[src/rtl/regression_predictor_pkg.sv]
// Shared types and constants for the linear-model predictor and its saturating stage.
package regression_predictor_pkg;

  localparam int unsigned DW   = 20;
  localparam int unsigned FRAC = 10;
  localparam int unsigned N    = 150;
  localparam int unsigned CW   = 9;
  localparam int unsigned PW   = 2 * DW;
  localparam int unsigned SW   = DW + FRAC + 1;

  typedef logic [DW-1:0] data_t;
  typedef logic [PW-1:0] prod_t;
  typedef logic [CW-1:0] cnt_t;

  // Stage-1 payload: the product travels with the intercept it was paired with.
  typedef struct packed {
    logic  valid;
    prod_t prod;
    data_t b0;
  } stage1_t;

  localparam data_t DATA_MAX = '1;

  // Batch counter step that holds at N instead of wrapping.
  function automatic cnt_t cnt_inc_sat(input cnt_t c);
    cnt_t r;
    r = c;
    if (c < CW'(N)) begin
      r = c + CW'(1);
    end
    return r;
  endfunction

endpackage

[src/rtl/pred_stage2_sat.sv]
// Combinational b0 + (prod >> FRAC) with clamp to the DW-bit unsigned range.
module pred_stage2_sat
  import regression_predictor_pkg::*;
(
  input  prod_t prod_i,
  input  data_t b0_i,
  output data_t y_c,
  output logic  ovf_c
);

  logic [SW-1:0] sum_c;

  // Shift truncates toward zero; the sum is wide enough to never wrap.
  always_comb begin
    sum_c = SW'(b0_i) + SW'(prod_i >> FRAC);
    ovf_c = (sum_c > SW'(DATA_MAX));
    y_c   = ovf_c ? DATA_MAX : sum_c[DW-1:0];
  end

endmodule

[src/rtl/regression_predictor.sv]
// Two-stage valid/ready evaluator of y = b0 + b1*x with coefficient latching and batch counting.
module regression_predictor
  import regression_predictor_pkg::*;
(
  input  logic          clk,
  input  logic          rst,
  input  logic          coef_ld,
  input  logic [DW-1:0] b0_in,
  input  logic [DW-1:0] b1_in,
  input  logic          s_valid,
  output logic          s_ready,
  input  logic [DW-1:0] s_x,
  output logic          m_valid,
  input  logic          m_ready,
  output logic [DW-1:0] m_y,
  output logic          m_ovf,
  output logic [CW-1:0] count,
  output logic          done
);

  data_t   b0r_q, b0r_d;
  data_t   b1r_q, b1r_d;
  stage1_t s1_q, s1_d;
  logic    v2_q, v2_d;
  data_t   m_y_q, m_y_d;
  logic    m_ovf_q, m_ovf_d;
  cnt_t    count_q, count_d;
  logic    done_q, done_d;

  logic    adv1, adv2;
  data_t   y_sat;
  logic    ovf_sat;

  pred_stage2_sat u_sat (
    .prod_i (s1_q.prod),
    .b0_i   (s1_q.b0),
    .y_c    (y_sat),
    .ovf_c  (ovf_sat)
  );

  // Pipeline advance, coefficient latch and batch counter next-state.
  always_comb begin
    b0r_d   = b0r_q;
    b1r_d   = b1r_q;
    s1_d    = s1_q;
    v2_d    = v2_q;
    m_y_d   = m_y_q;
    m_ovf_d = m_ovf_q;
    count_d = count_q;
    done_d  = done_q;

    adv2    = !v2_q || m_ready;
    adv1    = !s1_q.valid || adv2;
    s_ready = adv1 && !done_q;

    // A sample accepted alongside coef_ld still sees the old registers.
    if (coef_ld) begin
      b0r_d = b0_in;
      b1r_d = b1_in;
    end

    if (adv1) begin
      s1_d.valid = s_valid && s_ready;
      s1_d.prod  = prod_t'(s_x) * prod_t'(b1r_q);
      s1_d.b0    = b0r_q;
    end

    if (adv2) begin
      v2_d    = s1_q.valid;
      m_y_d   = y_sat;
      m_ovf_d = ovf_sat;
    end

    if (coef_ld) begin
      count_d = '0;
    end else if (v2_q && m_ready) begin
      count_d = cnt_inc_sat(count_q);
    end
    done_d = (count_d == CW'(N));
  end

  always_ff @(posedge clk) begin
    if (!rst) begin
      b0r_q   <= '0;
      b1r_q   <= '0;
      s1_q    <= '0;
      v2_q    <= 1'b0;
      m_y_q   <= '0;
      m_ovf_q <= 1'b0;
      count_q <= '0;
      done_q  <= 1'b0;
    end else begin
      b0r_q   <= b0r_d;
      b1r_q   <= b1r_d;
      s1_q    <= s1_d;
      v2_q    <= v2_d;
      m_y_q   <= m_y_d;
      m_ovf_q <= m_ovf_d;
      count_q <= count_d;
      done_q  <= done_d;
    end
  end

  assign m_valid = v2_q;
  assign m_y     = m_y_q;
  assign m_ovf   = m_ovf_q;
  assign count   = count_q;
  assign done    = done_q;

endmodule

[config.mk]
export PLATFORM = sky130hd
export DESIGN_NAME = regression_predictor
export DESIGN_NICKNAME = d
export VERILOG_FILES = /design/src/rtl/regression_predictor_pkg.sv /design/src/rtl/pred_stage2_sat.sv /design/src/rtl/regression_predictor.sv
export SDC_FILE = /design/constraint.sdc
export NUM_CORES = 1
export LEC_CHECK = 0
export ABC_CLOCK_PERIOD_IN_PS = 17120
export BUFFER_PORTS_ARGS = -buffer_cell sky130_fd_sc_hd__buf_2
export CORE_ASPECT_RATIO = 0.7
export CORE_UTILIZATION = 38
export DETAILED_ROUTE_END_ITERATION = 10
export SETUP_SLACK_MARGIN = 0.5
export SYNTH_ARGS = -nofsm -noshare
export SYNTH_HDL_FRONTEND = slang
export SYNTH_HIERARCHICAL = 1
export SYNTH_SLANG_ARGS = --single-unit
[constraint.sdc]
create_clock -name clk -period 17.12 [get_ports clk]
set_input_delay 3.424 -clock clk [delete_from_list [all_inputs] [get_ports clk]]
set_output_delay 3.424 -clock clk [all_outputs]
set_load 0.01 [all_outputs]
==> reports/metrics.csv, run 1 <==
stage,metric,value,unit
run_status,status,finished clean,
floorplan,Die Ht,193,um
clock_tree,post-cts resize count,0,
floorplan,Core Area,51200,um^2
critical_path,CP max stage cell,fa_1,
synth,syn avg cell area,8.48,um^2
clock_tree,"CTS clk-pin slew, worst paths",0.06,ns
cells_and_area,Area Growth Syn to Fin,7.50,%
routing,Remaining DRCs,0,
run,maxcap violations,0,
pwr,sw frac,50.6,%
sta,clk_skew,0.0165,ns
floorplan,Initial Util,38.8,%
sta,post-route setup slack,7.52,ns
routing,Routed WL per cell,18.1,um
pwr,Worst VDD drop,0.000138,V
synth,Yosys Warn Count,6,
global_route,gr usage total,21.5,%
pwr,internal power,0.00121,W
floorplan,num rows,69,
critical_path,cells on worst reg2reg path,23,
synth,"Net Count, Synth",2902,
synth,synthesized cell area,19900,um^2
critical_path,CP max FO,20,
floorplan,I/O pin cnt,98,
critical_path,WP buf/inv,7,
pwr,Clock Power Share,16.5,%
clock_tree,htree depth,4,
clock_tree,Root Driver,clkbuf_16,
routing,vias,15852,
worst_hold_path,Worst Hold Depth,2,
routing,First DRT Iteration DRCs,1242,
pwr,pwr dens,114,nW/um^2
cells_and_area,"most common cell after layout, fill and taps aside",inv_1,
place,Post-Place Worst Slack,7.12,ns
routing,antenna-violating nets left,0,
floorplan,Die Area,53200,um^2
clock_tree,Setup Buffers After CTS,0,
critical_path,"Cell Chain, Critical Path",buf_2 > and2_1 > fa_1 > fa_1 > inv_1 > fa_1 > inv_1 > fa_1 > inv_1 > fa_1 > inv_1 > fa_1 > inv_1 > fa_1 > inv_1 > ha_1 > nand4_1 > nor3_2 > o21ai_1 > a21o_1 > o41ai_4 > o21ai_2 > a2111oi_2 > a211o_1,
cells_and_area,most frequent cells in the layout,"384 x inv_1, 346 x nand2_1, 321 x fa_1, 233 x and2_1, 171 x ha_1",
global_route,vias in the first global route,16614,
place,Detailed Place HPWL,43700,um
place,routability cong.,0.865,
synth,Cells after Synth,2345,
clock_tree,CTS Sinks,123,
worst_hold_path,Worst Hold Class,register to register,
sta,crit path time final,9.60,ns
routing,Vias/cell,5.25,
clock_tree,CTS tree,yes,
cells_and_area,Final #Nets,2887,
critical_path,Levels on crit path,24,
sta,Setup TNS,0,ns
pwr,NetSw,0.00124,W
clock_tree,CTS max path bufs,2,
floorplan,Chip Width,275,um
sta,fin crit share,56.1,%
critical_path,worst path arrival time,9.98,ns
sta,RSZ-0062 raised after global routing,no,
critical_path,Max stage delay on crit path,0.55,ns
pwr,Pleak,10.6,nW
sta,Slew Limit Fails,0,
critical_path,Worst Path Required,17.50,ns
routing,DRT Pass-1 Iters,5,
sta,Fmax,104,MHz
global_route,pin count of the biggest net entering global routing,96,
pwr,Reg power frac,15.7,%
sta,Least-Margin Pin Slew,1.17,ns
sta,"Hold Vio Cnt, Final",0,
cells_and_area,layout cells sized above 1,7.64,%
place,number of buffer cells added on primary ports,97,
global_route,grt total ovfl,0,
pwr,combinational fraction of design power,67.8,%
critical_path,Setup crit end kind,register,
global_route,initial antenna violation count,0,
clock_tree,CTS Buf Count,17,
critical_path,kind of critical path,input port to register,
critical_path,most frequent CP cell,fa_1,
global_route,first-pass GRT wire length,89900,um
critical_path,Worst Setup Start Kind,input port,
critical_path,crit-path leading delay family,adder cells,
clock_tree,CTS Hold Bufs,0,
routing,final WL,54700,um
clock_tree,later-pin clock latency in the skew report,0.45,ns
sta,Max transition margin,21.8,%
sta,Final Setup Violations,0,
## tightest hold or removal path, cell delays in order (launching register included)
cell and delay (ns):
dfxtp_1 0.30, nand2_1 0.05, a21oi_1 0.05
## path summary, 6_finish.rpt
path                  from  endpoint  slack (ns)
setup / recovery    s_x[9]  s1_q[57]        7.52
hold / removal       m_ovf     m_ovf        0.46
setup reg to reg  b1r_q[3]  s1_q[57]        9.87
hold reg to reg      m_ovf     m_ovf        0.46
## layout make-up
| type | count | area [um^2] |
|---|---|---|
| Fill cell | 5135 | 29800 |
| Timing Repair Buffer | 113 | 606 |
| Sequential cell | 123 | 2460 |
| Multi-Input combinational cell | 1690 | 15400 |
| Antenna cell | 1 | 2.50 |
| Clock buffer | 17 | 425 |
| Clock inverter | 15 | 214 |
| Inverter | 385 | 1450 |
| Tap cell | 674 | 843 |
## registers in the layout, summed over array words and instances, names as in the netlist
register and cells:
s1_q 51, b0r_q 20, b1r_q 20, m_y 20, count 9, done 1
m_ovf 1, m_valid 1
## power by group through the flow
stage / combinational [W] / sequential, W / clock, W
6_report: 0.00166 / 0.000384 / 0.000403
5_1_grt: 0.00186 / 0.000390 / 0.000425
4_1_cts: 0.00165 / 0.000384 / 0.000414
3_5_place_dp: 0.00163 / 0.000390 / 0
3_3_place_gp: 0.00162 / 0.000390 / 0
2_1_floorplan: 0.00123 / 0.000363 / 0
## layer usage
metal / vias to the layer above / GRT usage [%] / routed length (um)
li1: 7349 / - / -
met5: - / 0 / 0
met4: 0 / 3.83 / 698
met3: 41 / 3.60 / 3360
met2: 464 / 32.6 / 23600
met1: 7998 / 32.4 / 27000
## stage by stage
step / power (W) / hold slack [ns] / instances / instance area [um^2] / util, %
after global routing: 0.00268 / 0.471 / 3017 / 21400 / 41.7
after floorplan: 0.00160 / 0.420 / 2345 / 19900 / -
after global placement: 0.00201 / 0.440 / 2985 / 20700 / 40.5
after detailed placement: 0.00202 / 0.449 / 2985 / 20700 / 40.5
final: 0.00244 / 0.455 / 3018 / 21400 / 41.7
after CTS: 0.00245 / 0.459 / 3017 / 21400 / 41.7
Note: power is estimated with default switching activity, not from simulation.
==> run 2, diff against run 1 <==
- ABC_CLOCK_PERIOD_IN_PS: 17120 -> 8420
- clock period: 17.12 -> 8.42 ns (I/O delays scaled with it)
==> run 2 against run 1 <==
Sequential power is 110% higher. Routed wire length is 0.27% lower. First-iteration DRC count down 8.7%. Die area did not move. Global-route usage about the same. Non-clock buffer count grew 13. Register-to-register slack got worse by 8.7 ns. Via count shrank 0.47%. Largest cell class unchanged.
==> reports/metrics.csv, run 2 (synthesized netlist as in run 1, its figures left out) <==
stage,metric,value,unit,change
place,routability cong.,0.871,,was 0.865
run,maxcap violations,0,,unchanged
critical_path,cells on worst reg2reg path,24,,was 23
floorplan,num rows,69,,unchanged
sta,Max transition margin,27.4,%,was 21.8%
routing,Routed WL per cell,18.0,um,was 18.1 um
pwr,pwr dens,235,nW/um^2,was 114 nW/um^2
critical_path,R2R Setup Slk,1.19,ns,was 9.87 ns
critical_path,Max stage delay on crit path,0.56,ns,was 0.55 ns
critical_path,Setup crit end kind,register,,unchanged
sta,post-route setup slack,0.739,ns,was 7.52 ns
place,Detailed Place HPWL,43900,um,was 43700 um
global_route,gr usage total,21.5,%,about the same
global_route,grt total ovfl,0,,unchanged
worst_hold_path,worst hold start,m_ovf,,unchanged
sta,final hold slack,0.456,ns,was 0.455 ns
cells_and_area,fill count,5143,,was 5135
cells_and_area,Final #Nets,2900,,was 2887
clock_tree,"CTS clk-pin slew, worst paths",0.06,ns,about the same
cells_and_area,"most common cell after layout, fill and taps aside",inv_1,,unchanged
floorplan,Initial Util,38.8,%,unchanged
sta,"Hold Vio Cnt, Final",0,,unchanged
place,placed instance area,20800,um^2,was 20700 um^2
critical_path,Worst Path Required,8.72,ns,was 17.50 ns
floorplan,I/O pin cnt,98,,unchanged
critical_path,CP max stage cell,fa_1,,unchanged
place,Post-Place Worst Slack,0.180,ns,was 7.12 ns
pwr,Worst VDD drop,0.000238,V,was 0.000138 V
sta,clk_skew,0.0188,ns,was 0.0165 ns
global_route,vias in the first global route,16832,,was 16614
critical_path,worst reg2reg startpoint,b1r_q[3],,unchanged
pwr,Pleak,10.7,nW,was 10.6 nW
cells_and_area,Area Growth Syn to Fin,8.71,%,was 7.50%
routing,Vias/cell,5.21,,was 5.25
cells_and_area,layout cells sized above 1,8.57,%,was 7.64%
cells_and_area,Register Area,2460,um^2,unchanged
routing,Remaining DRCs,0,,unchanged
cells_and_area,Largest register FFs,51,,unchanged
sta,Setup TNS,0,ns,unchanged
clock_tree,later-pin clock latency in the skew report,0.45,ns,about the same
routing,First DRT Iteration DRCs,1134,,was 1242
critical_path,Worst Setup Start Kind,input port,,unchanged
sta,fin crit share,91.2,%,
critical_path,most frequent CP cell,fa_1,,unchanged
critical_path,kind of critical path,input port to register,,unchanged
worst_hold_path,Worst Hold Depth,2,,unchanged
sta,Final Setup Violations,0,,unchanged
clock_tree,CTS Buf Count,17,,unchanged
sta,Slew Limit Fails,0,,unchanged
cells_and_area,post-layout instance area,21600,um^2,was 21400 um^2
sta,RSZ-0062 raised after global routing,no,,unchanged
cells_and_area,"Most flops, register",s1_q,,unchanged
clock_tree,CTS max path bufs,2,,unchanged
sta,crit path time final,7.68,ns,
floorplan,Core Area,51200,um^2,unchanged
floorplan,Die Area,53200,um^2,unchanged
critical_path,worst path arrival time,7.98,ns,was 9.98 ns
clock_tree,Root Driver,clkbuf_16,,unchanged
floorplan,Die Ht,193,um,unchanged
global_route,initial antenna violation count,0,,unchanged
critical_path,worst r2r dst,s1_q[53],,was s1_q[57]
worst_hold_path,hold endpoint,m_ovf,,unchanged
routing,antenna-violating nets left,0,,unchanged
clock_tree,CTS Hold Bufs,0,,unchanged
clock_tree,CTS tree,yes,,unchanged
critical_path,CP max FO,20,,unchanged
cells_and_area,Multi-input gate area,15400,um^2,about the same
run_status,status,finished clean,,unchanged
cells_and_area,most frequent cells in the layout,"384 x inv_1, 346 x nand2_1, 319 x fa_1, 231 x and2_1, 166 x ha_1",,"was 384 x inv_1, 346 x nand2_1, 321 x fa_1, 233 x and2_1, 171 x ha_1"
floorplan,Chip Width,275,um,unchanged
global_route,first-pass GRT wire length,90100,um,was 89900 um
routing,final WL,54600,um,was 54700 um
critical_path,"Cell Chain, Critical Path",buf_2 > nand2_1 > fa_1 > inv_1 > fa_1 > ha_1 > fa_1 > inv_1 > fa_1 > inv_1 > fa_1 > inv_1 > fa_1 > inv_1 > ha_4 > nand4_1 > nor4_2 > a211oi_2 > a21o_1 > o41ai_4 > buf_4 > a31oi_1 > xnor2_1 > o21ai_0,,was buf_2 > and2_1 > fa_1 > fa_1 > inv_1 > fa_1 > inv_1 > fa_1 > inv_1 > fa_1 > inv_1 > fa_1 > inv_1 > fa_1 > inv_1 > ha_1 > nand4_1 > nor3_2 > o21ai_1 > a21o_1 > o41ai_4 > o21ai_2 > a2111oi_2 > a211o_1
clock_tree,CTS Sinks,123,,unchanged
worst_hold_path,Worst Hold Class,register to register,,unchanged
routing,DRT Pass-1 Iters,5,,unchanged
clock_tree,htree depth,4,,unchanged
pwr,total power,0.00509,W,was 0.00244 W
place,number of buffer cells added on primary ports,97,,unchanged
sta,Least-Margin Pin Slew,1.09,ns,was 1.17 ns
global_route,pin count of the biggest net entering global routing,49,,was 96
sta,Fmax,130,MHz,
routing,vias,15777,,was 15852
-- run 2: cell type report --
type                    count  area share [%]
inverters                 385            6.69
clock buffers              19            2.10
flip-flops and latches    123            11.4
well taps                 674            3.90
repair buffers            126            3.44
diodes                      1          0.0116
clock inverters            13           0.984
multi-input cells        1690            71.5
-- run 2: repair_timing --
action / in CTS / in global routing
endpoints found under the setup margin: 0 / 7
gates resized for setup: 0 / 36
buffers inserted: 0 / 4
-- run 2: report_power, final --
part	internal [W]	switching [W]
combinational	0.00134	0.00210
clock	0.000543	0.000309
sequential	0.000678	0.000119
total	0.00256	0.00253
-- run 2: how the worst max path moves through the flow --
stage / start / to / slack (ns) / cells after the start
2_1_floorplan: s_x[10] / s1_q[57] / 0.84 / 24
3_3_place_gp: s_x[9] / s1_q[57] / 0.27 / 24
3_5_place_dp: s_x[13] / s1_q[57] / 0.18 / 22
4_1_cts: s_x[13] / s1_q[57] / 0.65 / 22
5_1_grt: s_x[12] / s1_q[53] / 0.50 / 23
6_report: s_x[5] / s1_q[53] / 0.74 / 24
-- run 2: worst max-delay path, delay by kind of cell --
family          cells  cell delay, ns
fa+ha+maj           8            3.54
compound gates      5            1.02
simple gates        3            0.66
xor+xnor            1            0.18
buf+inv             7            0.88
-- run 2: through the flow --
step	util, %	cells
after detailed placement	40.6	2994
after global placement	40.6	2994
after floorplan	-	2345
after CTS	41.9	3026
after global routing	42.2	3030
final	42.2	3031
-- run 2: metal layers --
metal  vias up  track usage, %  share of wire (%)
met3        51            4.54                6.4
met1      7945            31.9                 49
met5         -               0                  0
li1       7367               -                  -
met4         0            4.15                1.3
met2       414            32.3                 43
==> run 3, diff against run 2 <==
- PLACE_DENSITY: not set -> 0.54
==> run 3 against run 2 <==
Via count is 0.35% higher. First-iteration DRC count is 21% lower. Highest routed layer unchanged. Worst setup slack worse by 0.0038 ns. Critical path depth is 2 higher. Die area stayed put.
==> reports/metrics.csv, run 3 (synthesized netlist as in run 1, its figures left out) <==
stage,metric,value,unit,change
run_status,status,finished clean,,unchanged
cells_and_area,Largest register FFs,51,,unchanged
sta,Slew Limit Fails,0,,unchanged
critical_path,Max stage delay on crit path,0.54,ns,was 0.56 ns
routing,final WL,56400,um,was 54600 um
floorplan,Core Area,51200,um^2,unchanged
routing,First DRT Iteration DRCs,901,,was 1134
critical_path,cells on worst reg2reg path,25,,was 24
sta,"Hold Vio Cnt, Final",0,,unchanged
pwr,total power,0.00499,W,was 0.00509 W
pwr,Worst VDD drop,0.000261,V,was 0.000238 V
sta,RSZ-0062 raised after global routing,yes,,was no
cells_and_area,final cell count without fillers,3034,,was 3031
worst_hold_path,Worst Hold Class,register to register,,unchanged
routing,Remaining DRCs,0,,unchanged
clock_tree,CTS Buf Count,17,,unchanged
floorplan,I/O pin cnt,98,,unchanged
cells_and_area,layout cells sized above 1,8.56,%,was 8.57%
critical_path,worst path arrival time,8.02,ns,was 7.98 ns
critical_path,most frequent CP cell,fa_1,,unchanged
pwr,internal power,0.00245,W,was 0.00256 W
sta,clk_skew,0.0163,ns,was 0.0188 ns
routing,vias,15833,,was 15777
critical_path,Worst Path Required,8.75,ns,was 8.72 ns
worst_hold_path,Worst Hold Depth,2,,unchanged
sta,Setup TNS,0,ns,unchanged
sta,Final Setup Violations,0,,unchanged
critical_path,Levels on crit path,26,,was 24
pwr,sw frac,50.9,%,was 49.7%
cells_and_area,"Most flops, register",s1_q,,unchanged
place,routability cong.,0.888,,was 0.871
global_route,grt total ovfl,0,,unchanged
critical_path,kind of critical path,input port to register,,unchanged
place,Detailed Place HPWL,45400,um,was 43900 um
floorplan,Chip Width,275,um,unchanged
clock_tree,CTS Sinks,123,,unchanged
cells_and_area,"most common cell after layout, fill and taps aside",inv_1,,unchanged
sta,fin crit share,91.3,%,was 91.2%
critical_path,CP max stage cell,fa_1,,unchanged
global_route,gr usage total,22.4,%,was 21.5%
routing,Routed WL per cell,18.6,um,was 18.0 um
critical_path,CP max FO,20,,unchanged
global_route,initial antenna violation count,2,,was 0
sta,Fmax,130,MHz,about the same
pwr,Pleak,10.6,nW,was 10.7 nW
place,DP Cell Count,2997,,was 2994
clock_tree,CTS Hold Bufs,0,,unchanged
pwr,Reg power frac,15.9,%,was 15.7%
floorplan,num rows,69,,unchanged
global_route,vias in the first global route,16783,,was 16832
global_route,first-pass GRT wire length,92600,um,was 90100 um
place,number of buffer cells added on primary ports,97,,unchanged
cells_and_area,fill count,5168,,was 5143
sta,crit path time final,7.69,ns,was 7.68 ns
critical_path,crit-path leading delay family,adder cells,,unchanged
clock_tree,Root Driver,clkbuf_16,,unchanged
critical_path,Worst Setup Start Kind,input port,,unchanged
pwr,NetSw,0.00254,W,was 0.00253 W
clock_tree,later-pin clock latency in the skew report,0.45,ns,about the same
clock_tree,"CTS clk-pin slew, worst paths",0.06,ns,about the same
cells_and_area,most frequent cells in the layout,"384 x inv_1, 345 x nand2_1, 321 x fa_1, 233 x and2_1, 166 x ha_1",,"was 384 x inv_1, 346 x nand2_1, 319 x fa_1, 231 x and2_1, 166 x ha_1"
clock_tree,CTS max path bufs,2,,unchanged
cells_and_area,Final #Nets,2903,,was 2900
run,maxcap violations,0,,unchanged
floorplan,Initial Util,38.8,%,unchanged
pwr,combinational fraction of design power,69.0,%,was 67.6%
clock_tree,CTS tree,yes,,unchanged
cells_and_area,Register Area,2460,um^2,unchanged
cells_and_area,Area Growth Syn to Fin,8.30,%,was 8.71%
routing,antenna-violating nets left,0,,unchanged
pwr,Clock Power Share,15.1,%,was 16.8%
routing,Vias/cell,5.22,,was 5.21
sta,Max transition margin,21.2,%,was 27.4%
pwr,pwr dens,232,nW/um^2,was 235 nW/um^2
floorplan,Die Ht,193,um,unchanged
floorplan,Die Area,53200,um^2,unchanged
routing,DRT Pass-1 Iters,5,,unchanged
critical_path,WP buf/inv,9,,was 7
cells_and_area,Multi-input gate area,15400,um^2,about the same
critical_path,Setup crit end kind,register,,unchanged
clock_tree,htree depth,4,,unchanged
global_route,pin count of the biggest net entering global routing,77,,was 49
sta,Least-Margin Pin Slew,1.18,ns,was 1.09 ns
## run 3: cell type report
class,instances,area share (%)
diodes,1,0.0116
multi-input cells,1690,71.7
clock buffers,19,2.10
inverters,385,6.71
repair buffers,129,3.44
clock inverters,13,0.651
well taps,674,3.92
flip-flops and latches,123,11.4
## run 3: stage by stage
stage | util (%) | hold slack, ns | instance area, um^2 | setup slack [ns]
floorplan | - | 0.420 | 19900 | 0.844
global placement | 40.7 | 0.439 | 20800 | 0.254
detailed placement | 40.7 | 0.440 | 20800 | 0.104
CTS | 41.8 | 0.448 | 21400 | 0.564
global route | 42.0 | 0.472 | 21500 | 0.462
finish | 42.0 | 0.447 | 21500 | 0.735
## run 3: power groups by stage
stage	Clock, W	Sequential, W	Combinational [W]
finish	0.000755	0.000795	0.00344
global route	0.000802	0.000809	0.00388
CTS	0.000775	0.000795	0.00337
detailed placement	0	0.000806	0.00334
global placement	0	0.000804	0.00333
floorplan	0	0.000738	0.00251
## run 3: what timing repair did
action / in CTS / in global routing
setup buffers: 0 / 4
gates resized for setup: 0 / 23
setup endpoints to repair: 0 / 10
## run 3: worst paths after layout
path,from,endpoint,slack (ns)
max,s_x[7],s1_q[57],0.73
min,m_y[14],m_y[14],0.45
max reg2reg,b1r_q[3],s1_q[57],1.23
min reg2reg,m_y[14],m_y[14],0.45
## run 3: layer usage
layer / track usage, % / wire [um] / vias up
li1: - / - / 7394
met1: 33.6 / 27900 / 7955
met2: 32.8 / 24000 / 429
met3: 4.62 / 3730 / 55
met4: 4.83 / 854 / 0
met5: 0 / 0 / -
## run 3: worst reg2reg max path: stages, from the launching register on
cell and delay (ns):
dfxtp_1 0.93, and2_1 0.28, fa_1 0.45, fa_1 0.51, inv_1 0.05, fa_1 0.47, inv_1 0.05, fa_1 0.49
inv_1 0.05, fa_1 0.53, inv_1 0.05, fa_1 0.48, inv_1 0.06, fa_1 0.48, inv_1 0.06, ha_4 0.30
nand4_1 0.16, buf_4 0.19, nor4_4 0.14, a211oi_2 0.10, a21o_1 0.26, o41ai_4 0.28, buf_4 0.20, o21ai_2 0.09
and4_1 0.20, a211o_1 0.22
